## src/rtl/mrd_fsm_ctrl_if.sv

```systemverilog
// Control bus between the mixed-radix DFT sequencer and its sink, read and source engines.
// master: the sequencer (mrd_fsm_ctrl). It samples sink and source handshakes and drives the
//         fsm bus, the read strobes, the source counters and the status pulses.
// slave : the upstream and downstream side. It drives in_valid, overTime, num_stages and src_ready.
interface mrd_fsm_ctrl_if #(
    parameter int unsigned wADDR = 8
);
    logic             in_valid;
    logic             in_ready;
    logic             overTime;
    logic [2:0]       num_stages;
    logic [2:0]       fsm;
    logic             rd_en;
    logic [wADDR-1:0] rd_row;
    logic [2:0]       stage;
    logic             stage_sop;
    logic             src_valid;
    logic             src_ready;
    logic [11:0]      src_cnt;
    logic             done;
    logic             err_timeout;

    modport master (
        input  in_valid, overTime, num_stages, src_ready,
        output in_ready, fsm, rd_en, rd_row, stage, stage_sop,
               src_valid, src_cnt, done, err_timeout
    );

    modport slave (
        output in_valid, overTime, num_stages, src_ready,
        input  in_ready, fsm, rd_en, rd_row, stage, stage_sop,
               src_valid, src_cnt, done, err_timeout
    );
endinterface

```

## src/rtl/mrd_fsm_ctrl.sv

```systemverilog
// Top-level sequencer for the mixed-radix DFT 7-bank memory.
// It times the sink burst, the per-stage read passes, the write-back drain and the output burst,
// and it drives the shared fsm[2:0] bus. It also recovers from a sink timeout.
// Ports: clk, rst_n (async active-low) and bus (mrd_fsm_ctrl_if.master). All outputs are registered.
module mrd_fsm_ctrl #(
    parameter int unsigned wADDR   = 8,
    parameter int unsigned WAIT_RD = 4,
    parameter int unsigned LAT_WR  = 16
) (
    input  logic           clk,
    input  logic           rst_n,
    mrd_fsm_ctrl_if.master bus
);

    localparam int unsigned CNT_W   = 12;
    localparam int unsigned TMR_MAX = (WAIT_RD > LAT_WR) ? WAIT_RD : LAT_WR;
    localparam int unsigned TMR_W   = $clog2(TMR_MAX + 1);

    typedef enum logic [2:0] {
        ST_IDLE    = 3'd0,
        ST_SINK    = 3'd1,
        ST_WAIT_RD = 3'd2,
        ST_RD      = 3'd3,
        ST_WAIT_WR = 3'd4,
        ST_SOURCE  = 3'd5
    } state_t;

    state_t             state_q,     state_d;
    logic [2:0]         bank_q,      bank_d;
    logic [wADDR-1:0]   row_q,       row_d;
    logic [CNT_W-1:0]   smp_q,       smp_d;
    logic [wADDR-1:0]   rows_tot_q,  rows_tot_d;
    logic [CNT_W-1:0]   n_q,         n_d;
    logic [2:0]         ns_q,        ns_d;
    logic [TMR_W-1:0]   tmr_q,       tmr_d;
    logic               in_ready_q,  in_ready_d;
    logic               rd_en_q,     rd_en_d;
    logic [wADDR-1:0]   rd_row_q,    rd_row_d;
    logic [2:0]         stage_q,     stage_d;
    logic               sop_q,       sop_d;
    logic               src_valid_q, src_valid_d;
    logic [CNT_W-1:0]   src_cnt_q,   src_cnt_d;
    logic               done_q,      done_d;
    logic               err_q,       err_d;

    // State and output registers
    always_ff @(posedge clk or negedge rst_n) begin
        if (!rst_n) begin
            state_q     <= ST_IDLE;
            bank_q      <= '0;
            row_q       <= '0;
            smp_q       <= '0;
            rows_tot_q  <= '0;
            n_q         <= '0;
            ns_q        <= '0;
            tmr_q       <= '0;
            in_ready_q  <= 1'b1;
            rd_en_q     <= 1'b0;
            rd_row_q    <= '0;
            stage_q     <= '0;
            sop_q       <= 1'b0;
            src_valid_q <= 1'b0;
            src_cnt_q   <= '0;
            done_q      <= 1'b0;
            err_q       <= 1'b0;
        end else begin
            state_q     <= state_d;
            bank_q      <= bank_d;
            row_q       <= row_d;
            smp_q       <= smp_d;
            rows_tot_q  <= rows_tot_d;
            n_q         <= n_d;
            ns_q        <= ns_d;
            tmr_q       <= tmr_d;
            in_ready_q  <= in_ready_d;
            rd_en_q     <= rd_en_d;
            rd_row_q    <= rd_row_d;
            stage_q     <= stage_d;
            sop_q       <= sop_d;
            src_valid_q <= src_valid_d;
            src_cnt_q   <= src_cnt_d;
            done_q      <= done_d;
            err_q       <= err_d;
        end
    end

    // Next-state and next-output logic
    always_comb begin
        state_d     = state_q;
        bank_d      = bank_q;
        row_d       = row_q;
        smp_d       = smp_q;
        rows_tot_d  = rows_tot_q;
        n_d         = n_q;
        ns_d        = ns_q;
        tmr_d       = tmr_q;
        rd_en_d     = rd_en_q;
        rd_row_d    = rd_row_q;
        stage_d     = stage_q;
        sop_d       = 1'b0;
        src_valid_d = src_valid_q;
        src_cnt_d   = src_cnt_q;
        done_d      = 1'b0;
        err_d       = 1'b0;

        case (state_q)
            ST_IDLE: begin
                // The first sample is accounted on the same cycle as the start.
                if (bus.in_valid) begin
                    state_d = ST_SINK;
                    bank_d  = 3'd1;
                    row_d   = '0;
                    smp_d   = CNT_W'(1);
                    ns_d    = (bus.num_stages == 3'd0) ? 3'd1 : bus.num_stages;
                end
            end
            ST_SINK: begin
                if (bus.overTime) begin
                    state_d = ST_IDLE;
                    err_d   = 1'b1;
                    bank_d  = '0;
                    row_d   = '0;
                    smp_d   = '0;
                end else if (!bus.in_valid) begin
                    state_d    = ST_WAIT_RD;
                    rows_tot_d = row_q + wADDR'(bank_q != 3'd0);
                    n_d        = smp_q;
                    tmr_d      = '0;
                end else begin
                    // Samples fill banks 0..6; a full row of banks advances the row count.
                    if (bank_q == 3'd6) begin
                        bank_d = '0;
                        row_d  = row_q + wADDR'(1);
                    end else begin
                        bank_d = bank_q + 3'd1;
                    end
                    smp_d = smp_q + CNT_W'(1);
                end
            end
            ST_WAIT_RD: begin
                if (tmr_q == TMR_W'(WAIT_RD - 1)) begin
                    state_d  = ST_RD;
                    stage_d  = '0;
                    rd_en_d  = 1'b1;
                    rd_row_d = '0;
                    sop_d    = 1'b1;
                end else begin
                    tmr_d = tmr_q + TMR_W'(1);
                end
            end
            ST_RD: begin
                if (rd_row_q == rows_tot_q - wADDR'(1)) begin
                    state_d = ST_WAIT_WR;
                    rd_en_d = 1'b0;
                    tmr_d   = '0;
                end else begin
                    rd_row_d = rd_row_q + wADDR'(1);
                end
            end
            ST_WAIT_WR: begin
                // Drain the butterfly pipeline before the next pass or the output.
                if (tmr_q == TMR_W'(LAT_WR - 1)) begin
                    if (stage_q == ns_q - 3'd1) begin
                        state_d     = ST_SOURCE;
                        src_valid_d = 1'b1;
                        src_cnt_d   = '0;
                    end else begin
                        state_d  = ST_RD;
                        stage_d  = stage_q + 3'd1;
                        rd_en_d  = 1'b1;
                        rd_row_d = '0;
                        sop_d    = 1'b1;
                    end
                end else begin
                    tmr_d = tmr_q + TMR_W'(1);
                end
            end
            ST_SOURCE: begin
                if (bus.src_ready) begin
                    if (src_cnt_q == n_q - CNT_W'(1)) begin
                        state_d     = ST_IDLE;
                        done_d      = 1'b1;
                        src_valid_d = 1'b0;
                        src_cnt_d   = '0;
                        stage_d     = '0;
                    end else begin
                        src_cnt_d = src_cnt_q + CNT_W'(1);
                    end
                end
            end
            default: begin
                state_d = ST_IDLE;
            end
        endcase

        in_ready_d = (state_d == ST_IDLE) || (state_d == ST_SINK);
    end

    assign bus.fsm         = state_q;
    assign bus.in_ready    = in_ready_q;
    assign bus.rd_en       = rd_en_q;
    assign bus.rd_row      = rd_row_q;
    assign bus.stage       = stage_q;
    assign bus.stage_sop   = sop_q;
    assign bus.src_valid   = src_valid_q;
    assign bus.src_cnt     = src_cnt_q;
    assign bus.done        = done_q;
    assign bus.err_timeout = err_q;

endmodule

```

## src/flat_wrapper.sv

```systemverilog
// flat-port wrapper written by rule: the top's interface ports become plain ports
module mrd_fsm_ctrl_flat 
#(
    parameter int unsigned wADDR   = 8,
    parameter int unsigned WAIT_RD = 4,
    parameter int unsigned LAT_WR  = 16
)
  (clk, rst_n, bus_in_valid, bus_overTime, bus_num_stages, bus_src_ready, bus_in_ready, bus_fsm, bus_rd_en, bus_rd_row, bus_stage, bus_stage_sop, bus_src_valid, bus_src_cnt, bus_done, bus_err_timeout);
  mrd_fsm_ctrl_if #(.wADDR(wADDR)) bus_i ();
  input  logic clk;
  input  logic rst_n;
  input wire logic [$bits(bus_i.in_valid)-1:0] bus_in_valid;
  input wire logic [$bits(bus_i.overTime)-1:0] bus_overTime;
  input wire logic [$bits(bus_i.num_stages)-1:0] bus_num_stages;
  input wire logic [$bits(bus_i.src_ready)-1:0] bus_src_ready;
  output wire logic [$bits(bus_i.in_ready)-1:0] bus_in_ready;
  output wire logic [$bits(bus_i.fsm)-1:0] bus_fsm;
  output wire logic [$bits(bus_i.rd_en)-1:0] bus_rd_en;
  output wire logic [$bits(bus_i.rd_row)-1:0] bus_rd_row;
  output wire logic [$bits(bus_i.stage)-1:0] bus_stage;
  output wire logic [$bits(bus_i.stage_sop)-1:0] bus_stage_sop;
  output wire logic [$bits(bus_i.src_valid)-1:0] bus_src_valid;
  output wire logic [$bits(bus_i.src_cnt)-1:0] bus_src_cnt;
  output wire logic [$bits(bus_i.done)-1:0] bus_done;
  output wire logic [$bits(bus_i.err_timeout)-1:0] bus_err_timeout;
  assign bus_i.in_valid = bus_in_valid;
  assign bus_i.overTime = bus_overTime;
  assign bus_i.num_stages = bus_num_stages;
  assign bus_i.src_ready = bus_src_ready;
  assign bus_in_ready = bus_i.in_ready;
  assign bus_fsm = bus_i.fsm;
  assign bus_rd_en = bus_i.rd_en;
  assign bus_rd_row = bus_i.rd_row;
  assign bus_stage = bus_i.stage;
  assign bus_stage_sop = bus_i.stage_sop;
  assign bus_src_valid = bus_i.src_valid;
  assign bus_src_cnt = bus_i.src_cnt;
  assign bus_done = bus_i.done;
  assign bus_err_timeout = bus_i.err_timeout;
  mrd_fsm_ctrl #(.wADDR(wADDR), .WAIT_RD(WAIT_RD), .LAT_WR(LAT_WR)) u_core (.clk(clk), .rst_n(rst_n), .bus(bus_i));
endmodule
```

## config.mk

```make
export PLATFORM = sky130hd
export DESIGN_NAME = mrd_fsm_ctrl_flat
export DESIGN_NICKNAME = d
export VERILOG_FILES = /design/src/rtl/mrd_fsm_ctrl_if.sv /design/src/rtl/mrd_fsm_ctrl.sv /design/src/flat_wrapper.sv
export SDC_FILE = /design/constraint.sdc
export NUM_CORES = 1
export LEC_CHECK = 0
export ABC_AREA = 1
export BUFFER_PORTS_ARGS = -buffer_cell sky130_fd_sc_hd__buf_2
export CELL_PAD_IN_SITES_DETAIL_PLACEMENT = 0
export CELL_PAD_IN_SITES_GLOBAL_PLACEMENT = 1
export CORE_MARGIN = 2
export CORE_UTILIZATION = 25
export DETAILED_ROUTE_END_ITERATION = 10
export PLACE_DENSITY_LB_ADDON = 0.1
export SYNTH_ARGS = -nofsm -noshare
export SYNTH_HDL_FRONTEND = slang
export SYNTH_SLANG_ARGS = --single-unit
```

## constraint.sdc

```tcl
create_clock -name clk -period 5.8 [get_ports clk]
set_clock_uncertainty 0.1 [all_clocks]
set_input_delay 0.29 -clock clk [delete_from_list [all_inputs] [get_ports clk]]
set_output_delay 0.29 -clock clk [all_outputs]
set_load 0.005 [all_outputs]
```

Yosys cells after proc, flatten, opt, wreduce, memory -nomap -nowiden
Index checks and enable logic that the tools add are counted.
W data, S select, Z words.
{ "totals": {"in_bits": 8, "output_inout_bits": 32, "ramBits": 0, "n_memories": 0, "word_cells": 143, "reg_bits": 83, "latch_bits": 0, "romBits": 0} }
{ "op_classes": {"shift": 0, "n_lt_le_gt_ge": 0, "n_bitwise": 2, "mul": 0, "n_eq_ne": 27, "reduce_logical": 20, "div": 0, "add_sub_neg": 11, "mux": 66} }
{ "ops": {"columns": ["cell", "count"], "rows": [
  ["$mux W12", 7],
  ["$mux W8", 8],
  ["$mux W3", 19],
  ["$pmux W12 S2", 2],
  ["$mux W5", 5],
  ["$add A12 B1 Y12 const B", 2],
  ["$pmux W8 S3", 1],
  ["$pmux W5 S4", 1],
  ["$pmux W3 S6", 1],
  ["$add A8 B1 Y8 const B", 2],
  ["$mux W1", 16],
  ["$ne A2 B2 Y1 const B", 8],
  ["$pmux W8 S2", 1],
  ["$reduce_and A5 Y1", 3],
  ["$eq A12 B12 Y1", 1],
  ["$reduce_and A6 Y1", 2],
  ["$sub A12 B1 Y12 const B", 1],
  ["$ne A2 B1 Y1 const B", 5],
  ["$eq A3 B3 Y1 const B", 3],
  ["$logic_not A3 Y1", 3],
  ["$pmux W3 S3", 1],
  ["$reduce_bool A3 Y1", 3],
  ["$add A8 B1 Y8", 1],
  ["$eq A8 B8 Y1", 1],
  ["other kinds (21)", 29]
]} }

Longest topological paths before layout
Gate-level depths: netlist (run 1).
{ "depth": {"word_depth": 7, "depth_mapped": 14, "ltp_nobuf": 14} }

Worst setup path before layout (run 1)
OpenSTA, ideal clock, no wires.
{ "synth_timing": {"path_type": "register to register", "start": "reg u_core.tmr_q[0]", "end": "reg u_core.rd_row_q[4] (netlist: u_core.bus.rd_row[4])", "slack_ns": 3.962, "path_buffers": 1, "required_ns": 5.579, "setup_ns": 0.121, "stages_incl_launch_ff": 13, "t_arrival_ns": 1.618, "cell_sequence": "dfrtp_1 -> ha_1 -> inv_1 -> nor3_1 -> ha_1 -> nor2_1 -> inv_1 -> nand2_1 -> nor3_4 -> nand2_2 -> buf_6 -> nand2_1 -> o21ai_1"} }
{ "synth_between": {"elab_chain_len": 3} }
{ "synth_lines": {"columns": ["item", "line", "rtl"], "rows": [
  ["from (decl)", "mrd_fsm_ctrl.sv:35", "logic [TMR_W-1:0] tmr_q, tmr_d;"],
  ["from (signal assigned)", "mrd_fsm_ctrl.sv:74", "tmr_q <= tmr_d;"],
  ["$eq A5 B4 Y1 or $eq A5 B2 Y1 (tied branches)", "mrd_fsm_ctrl.sv:162, mrd_fsm_ctrl.sv:141", null],
  ["$ne A2 B1 Y1 (no line)", null, null],
  ["$reduce_and A5 Y1 (no line) *", null, null],
  ["to (signal assigned)", "mrd_fsm_ctrl.sv:77", "rd_row_q <= rd_row_d;"],
  ["to (decl)", "mrd_fsm_ctrl.sv:38", "logic [wADDR-1:0] rd_row_q, rd_row_d;"]
]} }
Every way passes the cells marked *; elsewhere a longest branch is shown, timed or not.
A chain may end at the register's enable or synchronous reset.

Worst setup path in the final report (run 1)
{ "layout_timing": {"start": "reg u_core.state_q[0] (netlist: u_core.bus.fsm[0])", "end": "reg u_core.smp_q[3]"} }
{ "layout_between": {"elab_chain_len": 3} }
{ "layout_lines": {"columns": ["item", "line", "rtl"], "rows": [
  ["from (decl)", "mrd_fsm_ctrl.sv:28", "state_t state_q, state_d;"],
  ["from (signal assigned)", "mrd_fsm_ctrl.sv:67", "state_q <= state_d;"],
  ["$eq A3 B1 Y1 or $logic_not A3 Y1 (tied branches)", "mrd_fsm_ctrl.sv:106", "case (state_q)"],
  ["$ne A3 B3 Y1 (no line) (tied with other cells)", null, null],
  ["$reduce_and A3 Y1 (no line)", null, null],
  ["to (signal assigned)", "mrd_fsm_ctrl.sv:70", "smp_q <= smp_d;"],
  ["to (decl)", "mrd_fsm_ctrl.sv:31", "logic [CNT_W-1:0] smp_q, smp_d;"]
]} }
Several ways; a longest one is shown, not always the timed one.

==> results of run 1 <==
## cell families (layout without fill, tap and decap cells)
group	after synthesis	after routing	share of synthesized area, %
AND/OR/NAND/NOR	355	355	33.6
adder cells (fa/ha/maj)	12	12	2.96
flip-flops	83	83	40.9
XOR/XNOR	35	35	6.04
AO/OA/AOI/OAI	79	79	8.48
buffers and inverters	103	152	8.06
## final cells by class
class | count | share of cell area [%]
multi-input combinational | 481 | 43.8
sequential | 83 | 35.1
inverter | 96 | 6.18
tap | 270 | 5.71
clock buffer | 10 | 4.04
timing repair buffer | 41 | 3.64
clock inverter | 5 | 1.46
## worst min-delay path: stages
cell and delay (ns):
buf_2 0.11, nand2_1 0.06, nor2_1 0.04
## registers in the layout, indices dropped and copies added (netlist names), 5 cells and up
name / cells
u_core.smp_q: 12
u_core.n_q: 12
u_core.bus.src_cnt: 12
u_core.row_q: 8
u_core.rows_tot_q: 8
u_core.tmr_q: 5
u_core.bus.rd_row: 8
## stage by stage
step	instance area [µm²]	total power [µW]	util (%)	setup WS, ns	hold WS [ns]
2_1_floorplan	5080	1730	-	3.96	-0.106
3_3_place_gp	5580	2060	27.7	3.53	0.203
3_5_place_dp	5580	2060	27.7	3.49	0.210
4_1_cts	5910	2730	29.4	3.48	0.0761
5_1_grt	5910	2930	29.4	3.23	0.0944
6_report	5910	2670	29.4	3.53	0.0897
## repair_timing
action | in CTS | in global routing
hold endpoints to repair | 33 | 0
hold buffers | 1 | 0
buffers inserted | 0 | 0
## cells in the final DEF, fill, tap and decap left out, drive strengths merged
cell and instances:
a211oi 1, a21oi 17, a31oi 2, and2 1, buf 40, bufinv 2, clkbuf 10, clkinv 2
dfrtp 82, dfstp 1, dlygate4sd3 1, ha 12, inv 97, nand2 190, nand3 53, nand3b 3
nand4 8, nor2 77, nor3 15, nor3b 1, nor4 3, o2111a 1, o211a 1, o21ai 53
o21bai 1, o22ai 2, o41ai 1, or2 4, xnor2 14, xor2 21
## power groups by stage
stage | registers, µW | logic [µW] | clock network, µW
after global routing | 899 | 1350 | 688
after floorplan | 842 | 893 | 0
after detailed placement | 886 | 1180 | 0
after global placement | 885 | 1180 | 0
after CTS | 876 | 1190 | 666
final | 871 | 1160 | 645
## path summary, 6_finish.rpt
path                       slack, ns  cells past startpoint                               end                              from
max                             3.53                     11       u_core.smp_q[3]$_DFFE_PN0P_       u_core.bus.fsm[0]$_DFF_PN0_
min                             0.09                      3         u_core.bus.done$_DFF_PN0_                     bus_src_ready
max reg2reg                     3.53                     11       u_core.smp_q[3]$_DFFE_PN0P_       u_core.bus.fsm[0]$_DFF_PN0_
min reg2reg                     0.38                      2  u_core.bus.src_valid$_DFFE_PN0P_  u_core.bus.src_valid$_DFFE_PN0P_
max in group asynchronous       4.19                      3         u_core.n_q[4]$_DFFE_PN0P_                             rst_n
min in group asynchronous       0.35                      2       u_core.row_q[6]$_DFFE_PN0P_                             rst_n
## routing by layer
layer / vias up / track usage [%] / wire length (µm)
li1: 2213 / - / -
met5: - / 0 / 0
met2: 50 / 21.2 / 6120
met4: 0 / 4.95 / 176
met3: 10 / 2.00 / 369
met1: 1970 / 18.7 / 6910
==> impl_metrics.json, run 1 <==
{
  "pin_count": 40,
  "postCtsResizedCells": 0,
  "die_y_um": 147,
  "syn_inst": 667,
  "slew_headroom_pct": 56.4,
  "outcome": "finished, final reports clean",
  "finalWorstPathRequiredPeriod_ns": 2.27,
  "yosys-top-cells-area": "dfrtp_1 40%, nand2_1 13%, inv_1 6.2%, nor2_1 4.7%, nand3_1 4.4%",
  "syn_avg_cell_area_um2": 7.61,
  "gp_congestion": 0.767,
  "vias": 4243,
  "ys_async_sr_fraction_pct": 100,
  "crit_family": "simple AND/OR/NAND/NOR gates",
  "nNetsFinal": 732,
  "start_util_pct": 25.3,
  "cts_sinks": 83,
  "finalNonFillerCells": 986,
  "place_inst": 970,
  "setup-violations-final": 0,
  "clk_latency_ns": 0.35,
  "root_buffer": "clkbuf_16",
  "clkPwrFrac_pct": 24.1,
  "die_w_um": 147,
  "cp_cell_sequence": "inv_2, nor2_4, nand2_4, nor2_8, nand2_4, nand2_1, nand2_2, inv_2, nor2_1, o21ai_0, a21oi_1",
  "fillers": 2174,
  "ctsHtreeMaxLevel": 3,
  "synthFlopType": "dfrtp_1",
  "grt_first_pass_wirelength_um": 22700,
  "ys_types": 44,
  "worst_pin_slew_ns": 0.654,
  "vias_per_cell": 4.30,
  "hpwlAfterDp_um": 10400,
  "drtIter0Drc": 183,
  "cts_made_buffers": 9,
  "hold_path_class": "in -> reg",
  "drive_gt1_share_pct": 15.8,
  "p_leak_uw": 0.00293,
  "n_antenna_cell": 0,
  "seqCellArea_um2": 2080,
  "rows": 52,
  "criticalPathCategory": "reg -> reg",
  "hold_viol_final": 0,
  "synthTopCellsByCount": "176 x nand2_1, 84 x inv_1, 82 x dfrtp_1, 63 x nor2_1, 45 x nand3_1",
  "synth_top_area_cell": "dfrtp_1",
  "switching_share_pct": 43.5,
  "grt_pass1_vias": 4229,
  "ant_nets": 0,
  "synth-edff-count": 0,
  "p_switching_uw": 1160,
  "p_seq_share_pct": 32.6,
  "wl_per_cell_um": 13.8,
  "cp_data_arrival_time_ns": 2.40,
  "drtPass1Iterations": 4,
  "port_buffers": 39,
  "report.final.slew_viol_count": 0,
  "grt_usage_pct": 13.4,
  "cp-start-kind": "flip-flop",
  "slowest_delay_ns": 0.44,
  "yosysMostFrequentCell": "nand2_1",
  "grt_overflow": 0,
  "rsz0062_at_grt": "false",
  "multiInputGateArea_um2": 2590,
  "cts_tree": "built",
  "power_density_nw_per_um2": 452,
  "path_buf_inv": 2,
  "maxCapViolations": 0,
  "setup_tns_ns": 0,
  "ys_ff_latch": 83,
  "vdd.ir_drop.worst_mv": 0.141,
  "drc": 0,
  "grt_max_degree": 50,
  "synth-seq-area-share_pct": 40.9,
  "syn_to_final_growth_pct": 16.4,
  "path_clk_slew_ns": 0.06,
  "max_clock_freq_mhz": 440,
  "worstPathRequired_ns": 5.93,
  "clock_path_buffers": 2,
  "core-area_um2": 20100,
  "netlist_area_um2": 5080,
  "fp.dieArea_um2": 21500,
  "synth.top_cell.area_share_pct": 40.4,
  "share_comb_of_total_power_pct": 43.3,
  "cp_slowest_cell": "dfrtp_1",
  "yosys_warnings": 0,
  "antenna_found_initial": 0,
  "p_int_uw": 1510,
  "crit_fanout": 33,
  "end_kind": "flip-flop",
  "fin_crit_sh_pct": 39.2,
  "synth_fp_nets": 687,
  "wirelength_um": 13600
}
Note: power is estimated with default switching activity, not from simulation.
==> inputs of run 2 (changes only) <==
Clock period 5.8 ns to 2.3 ns, I/O delays scaled along.
==> run 2 against run 1 <==
Against the previous run: first-iteration DRC count is 35% lower; critical path depth is 3 higher; sequential cell count stayed put; via count is 1.3% higher; fmax is 10% higher; total power grew to 2.6 times the previous value; utilization is 0.79 points higher; worst hold slack worse by 0.068 ns; sequential share of layout area is 0.92 points lower; critical path type unchanged.
==> impl_metrics.json, run 2 (synthesis gave the netlist of run 1 again) <==
{
  "grt_usage_pct": 13.5,
  "max_clock_freq_mhz": 486,
  "worst_pin_slew_ns": 0.447,
  "wl_per_cell_um": 13.7,
  "drtIter0Drc": 119,
  "cts_made_buffers": 9,
  "nNetsFinal": 744,
  "postCtsSetupBuffers": 0,
  "fp.dieArea_um2": 21500,
  "root_buffer": "clkbuf_16",
  "fin_crit_sh_pct": 89.5,
  "cts_sinks": 83,
  "rsz0062_at_grt": "false",
  "rows": 52,
  "p_leak_uw": 0.00300,
  "drive_gt1_share_pct": 16.2,
  "core-area_um2": 20100,
  "ant_nets": 0,
  "cp_data_arrival_time_ns": 2.20,
  "finalWorstPathRequiredPeriod_ns": 2.06,
  "gp_congestion": 0.764,
  "die_y_um": 147,
  "criticalPathCategory": "reg -> reg",
  "vdd.ir_drop.worst_mv": 0.348,
  "end_kind": "flip-flop",
  "maxCapViolations": 0,
  "hold_path_class": "in -> reg",
  "report.final.slew_viol_count": 0,
  "final_cell_mix": "176 x nand2_1, 84 x inv_1, 82 x dfrtp_1, 63 x nor2_1, 45 x nand3_1",
  "setup-violations-final": 0,
  "clk_latency_ns": 0.35,
  "path_clk_slew_ns": 0.07,
  "n_antenna_cell": 0,
  "drtPass1Iterations": 4,
  "port_buffers": 39,
  "power_density_nw_per_um2": 1140,
  "ctsHtreeMaxLevel": 3,
  "grt_max_degree": 55,
  "start_util_pct": 25.3,
  "grt_pass1_vias": 4237,
  "cts_tree": "built",
  "die_w_um": 147,
  "wirelength_um": 13700,
  "cp-start-kind": "flip-flop",
  "slew_headroom_pct": 70.2,
  "hold_slack_ns": 0.0215,
  "hold_viol_final": 0,
  "crit_fanout": 10,
  "grt_overflow": 0,
  "antenna_found_initial": 0,
  "worstPathRequired_ns": 2.44,
  "drc": 0,
  "grt_first_pass_wirelength_um": 22800,
  "syn_to_final_growth_pct": 19.6,
  "pin_count": 40,
  "vias": 4300,
  "setup_tns_ns": 0,
  "vias_per_cell": 4.30,
  "hpwlAfterDp_um": 10500,
  "clock_path_buffers": 2,
  "final_common_cell": "nand2_1",
  "outcome": "finished, final reports clean"
}
==> run 2: cell types whose count changed in the layout (fill, tap and decap cells not counted) <==
| cell | delta |
|---|---|
| buf_12 | +2 |
| buf_4 | +4 |
| bufinv_16 | +1 |
| clkbuf_1 | +2 |
| clkinv_4 | -2 |
| clkinvlp_4 | +1 |
| dlygate4sd3_1 | +6 |
| inv_6 | -1 |
| nand2_2 | -2 |
| nand2_4 | +2 |
==> run 2: layout make-up <==
| type | count | area [µm²] |
|---|---|---|
| fillers | 2187 | 14000 |
| multi-input cells | 481 | 2600 |
| flip-flops and latches | 83 | 2080 |
| inverters | 96 | 365 |
| repair buffers | 53 | 345 |
| well taps | 270 | 338 |
| clock buffers | 12 | 246 |
| clock inverters | 4 | 97.6 |
==> run 2: metal layers <==
metal / wire (µm) / up-vias / GRT usage, %
li1: - / 2246 / -
met1: 6830 / 1995 / 18.5
met2: 6330 / 42 / 21.9
met3: 250 / 17 / 1.91
met4: 245 / 0 / 5.00
met5: 0 / - / 0
==> run 2: power breakdown <==
| part | leakage [µW] | internal, µW | total [µW] | switching (µW) |
|---|---|---|---|---|
| Sequential | 0.00109 | 1790 | 2180 | 389 |
| Combinational | 0.00175 | 1100 | 3020 | 1920 |
| Clock | 0.000163 | 1090 | 1720 | 624 |
| Total | 0.00300 | 3990 | 6920 | 2930 |
==> run 2: repair_timing <==
| action | CTS | global route |
|---|---|---|
| hold endpoints to repair | 34 | 0 |
| setup endpoints to repair | 0 | 6 |
| hold buffers | 7 | 0 |
| gates resized for setup | 0 | 2 |
==> run 2: worst max-delay path, stage by stage (launching register included) <==
cell and delay, ns:
dfrtp_1 0.44, inv_2 0.06, ha_1 0.23, nand2_2 0.11, inv_2 0.07, nand2_1 0.06
nand3_1 0.06, nand2_1 0.06, nand2_1 0.05, nor2_1 0.17, nand3_2 0.15, nand2_4 0.15
nand2_4 0.07, inv_4 0.11, nor2_1 0.05
==> run 2: per-stage QoR <==
stage | instances | power, µW | setup slack [ns] | instance area (µm²) | utilization (%)
after global routing | 999 | 7590 | 0.0102 | 6070 | 30.2
after global placement | 976 | 5280 | 0.206 | 5650 | 28.1
final | 999 | 6920 | 0.241 | 6070 | 30.2
after CTS | 999 | 7050 | 0.188 | 6060 | 30.2
after detailed placement | 976 | 5280 | 0.208 | 5650 | 28.1
after floorplan | 667 | 4370 | 0.462 | 5080 | -
==> run 2: worst paths after layout <==
| kind | cells after the start | end | slack [ns] | from |
|---|---|---|---|---|
| min reg2reg | 2 | u_core.bus.src_valid$_DFFE_PN0P_ | 0.37 | u_core.bus.src_valid$_DFFE_PN0P_ |
| min | 3 | u_core.smp_q[1]$_DFFE_PN0P_ | 0.02 | bus_in_valid |
| max reg2reg | 14 | u_core.bus.src_cnt[6]$_DFFE_PN0P_ | 0.24 | u_core.n_q[0]$_DFFE_PN0P_ |
| max in group asynchronous | 3 | u_core.bus.src_cnt[3]$_DFFE_PN0P_ | 1.28 | rst_n |
| max | 14 | u_core.bus.src_cnt[6]$_DFFE_PN0P_ | 0.24 | u_core.n_q[0]$_DFFE_PN0P_ |
| min in group asynchronous | 2 | u_core.row_q[6]$_DFFE_PN0P_ | 0.15 | rst_n |
==> inputs of run 3 (changes only) <==
Settings changed: PLACE_DENSITY set to 0.5, PLACE_DENSITY_LB_ADDON 0.1 to unset.
Clock period 2.3 ns to 2.2 ns, I/O delays scaled along.
==> run 3 against run 2 <==
Against the previous run: largest power group unchanged; critical path depth down 3; critical path type unchanged; largest cell class unchanged; sequential cell count unchanged; clock power down 9%; die area unchanged.
==> impl_metrics.json, run 3 (synthesis gave the netlist of run 1 again) <==
{
  "worstPathRequired_ns": 2.33,
  "maxCapViolations": 0,
  "post-route-util_pct": 30.7,
  "r2r_end": "u_core.tmr_q[2]$_DFFE_PN0P_",
  "setup-violations-final": 0,
  "slew_headroom_pct": 64.1,
  "report.final.slew_viol_count": 0,
  "fp.dieArea_um2": 21500,
  "p_seq_share_pct": 31.6,
  "grt_overflow": 0,
  "power_density_nw_per_um2": 1170,
  "root_buffer": "clkbuf_16",
  "outcome": "finished, final reports clean",
  "syn_to_final_growth_pct": 21.6,
  "drive_gt1_share_pct": 19.4,
  "min_to": "u_core.smp_q[1]$_DFFE_PN0P_",
  "cp_data_arrival_time_ns": 2.14,
  "cp-start-kind": "flip-flop",
  "path_clk_slew_ns": 0.06,
  "worst_r2r_path_depth": 11,
  "worst_pin_slew_ns": 0.538,
  "pin_count": 40,
  "path_buf_inv": 1,
  "hold_path_class": "in -> reg",
  "fin_crit_sh_pct": 91.1,
  "cp_cell_sequence": "inv_1, ha_2, xnor2_1, nor2_1, nand3_1, nor2_4, nand3_2, nand2_4, nand3_4, nand2_1, o21ai_2",
  "grt_max_degree": 34,
  "cts_made_buffers": 9,
  "rrSetupSlack_ns": 0.20,
  "p_leak_uw": 0.00304,
  "r2r_start": "u_core.rows_tot_q[1]$_DFFE_PN0P_",
  "grt_pass1_vias": 4413,
  "hold_slack_ns": 0.0263,
  "final_cell_mix": "176 x nand2_1, 83 x inv_1, 81 x dfrtp_1, 59 x nor2_1, 44 x nand3_1",
  "ctsHtreeMaxLevel": 3,
  "clk_latency_ns": 0.35,
  "slowest_delay_ns": 0.41,
  "rows": 52,
  "max_clock_freq_mhz": 499,
  "final_common_cell": "nand2_1",
  "drtPass1Iterations": 4,
  "ant_nets": 0,
  "crit_fanout": 5,
  "vias_per_cell": 4.35,
  "hp-start": "bus_in_valid",
  "cts_sinks": 83,
  "gp_congestion": 0.761,
  "cts_tree": "built",
  "cp_slowest_cell": "dfrtp_1",
  "port_buffers": 39,
  "p_int_uw": 4090,
  "die_w_um": 147,
  "share_comb_of_total_power_pct": 46.8,
  "start_util_pct": 25.3,
  "die_y_um": 147,
  "switching_share_pct": 43.5,
  "hold_viol_final": 0,
  "nNetsFinal": 758,
  "core-area_um2": 20100,
  "hpwlAfterDp_um": 10300,
  "wirelength_um": 13500,
  "worst_hold_path.num_cells": 3,
  "drc": 0,
  "clkPwrFrac_pct": 21.6,
  "crit_family": "simple AND/OR/NAND/NOR gates",
  "end_kind": "flip-flop",
  "criticalPathCategory": "reg -> reg",
  "wl_per_cell_um": 13.3,
  "drtIter0Drc": 193,
  "antenna_found_initial": 0,
  "grt_usage_pct": 13.1,
  "finalWorstPathRequiredPeriod_ns": 2.00,
  "vdd.ir_drop.worst_mv": 0.447,
  "n_antenna_cell": 0,
  "vias": 4400,
  "grt_first_pass_wirelength_um": 22400,
  "p_switching_uw": 3150,
  "fillers": 2181,
  "clock_path_buffers": 2
}
[run 3: cell count changes in the layout (fill, tap and decap cells not counted), moves of 2 or more]
cell / delta
nor2_4: +3
buf_4: +14
buf_12: -2
ha_2: +3
bufinv_16: -2
nor2_1: -4
ha_1: -3
[run 3: area by class of cell]
cell class / count / area (µm²) / area share, %
clock buffer: 13 / 260 / 4.21
multi-input combinational: 483 / 2690 / 43.5
inverter: 96 / 365 / 5.92
sequential: 83 / 2080 / 33.7
timing repair buffer: 65 / 412 / 6.67
tap: 270 / 338 / 5.47
clock inverter: 2 / 35.0 / 0.567
[run 3: how the worst max path moves through the flow]
stage                                                start                               end  slack (ns)  cells after the start
after floorplan                u_core.tmr_q[0]$_DFFE_PN0P_  u_core.bus.rd_row[4]$_DFFE_PN0P_        0.36                     12
after global placement    u_core.rows_tot_q[0]$_DFFE_PN0P_       u_core.tmr_q[2]$_DFFE_PN0P_        0.12                     11
after detailed placement  u_core.rows_tot_q[0]$_DFFE_PN0P_       u_core.tmr_q[2]$_DFFE_PN0P_        0.11                     11
after CTS                 u_core.rows_tot_q[0]$_DFFE_PN0P_       u_core.tmr_q[2]$_DFFE_PN0P_        0.09                     11
after global routing             u_core.n_q[1]$_DFFE_PN0P_   u_core.bus.stage[1]$_DFFE_PN0P_       -0.01                     13
final                     u_core.rows_tot_q[1]$_DFFE_PN0P_       u_core.tmr_q[2]$_DFFE_PN0P_        0.20                     11
[run 3: power by group through the flow]
stage	Clock, µW	Sequential [µW]	Combinational [µW]
2_1_floorplan	0	2220	2350
3_3_place_gp	0	2320	3180
3_5_place_dp	0	2320	3170
4_1_cts	1600	2290	3190
5_1_grt	1680	2340	3900
6_report	1560	2290	3380
[run 3: tightest hold or removal path, stage by stage]
cell     delay [ns]
buf_2          0.15
nand3_1        0.09
o21ai_0        0.07
[run 3: metal layers]
layer | vias to the layer above | wire length (µm) | global-route usage (%) | part of all wire (%)
met4 | 0 | 195 | 4.66 | 1.4
met1 | 2074 | 6690 | 17.8 | 50
met3 | 12 | 321 | 2.34 | 2.4
met2 | 44 | 6290 | 21.0 | 47
li1 | 2270 | - | - | -
met5 | - | 0 | 0 | 0
[run 3: per-stage QoR]
step | std cells | cell area [µm²] | worst slack (ns) | TNS, ns | total power (µW)
after CTS | 1002 | 6020 | 0.0924 | 0 | 7090
after global routing | 1012 | 6170 | -0.0119 | -0.0369 | 7920
final | 1012 | 6170 | 0.196 | 0 | 7240
after floorplan | 667 | 5080 | 0.362 | 0 | 4570
after global placement | 981 | 5660 | 0.118 | 0 | 5490
after detailed placement | 981 | 5660 | 0.110 | 0 | 5490
[run 3: timing repair]
item / 4_1_cts / 5_1_grt
setup buffers: 0 / 8
hold endpoints to repair: 34 / 0
setup endpoints to repair: 0 / 29
hold buffers: 6 / 0
gates resized for setup: 0 / 23
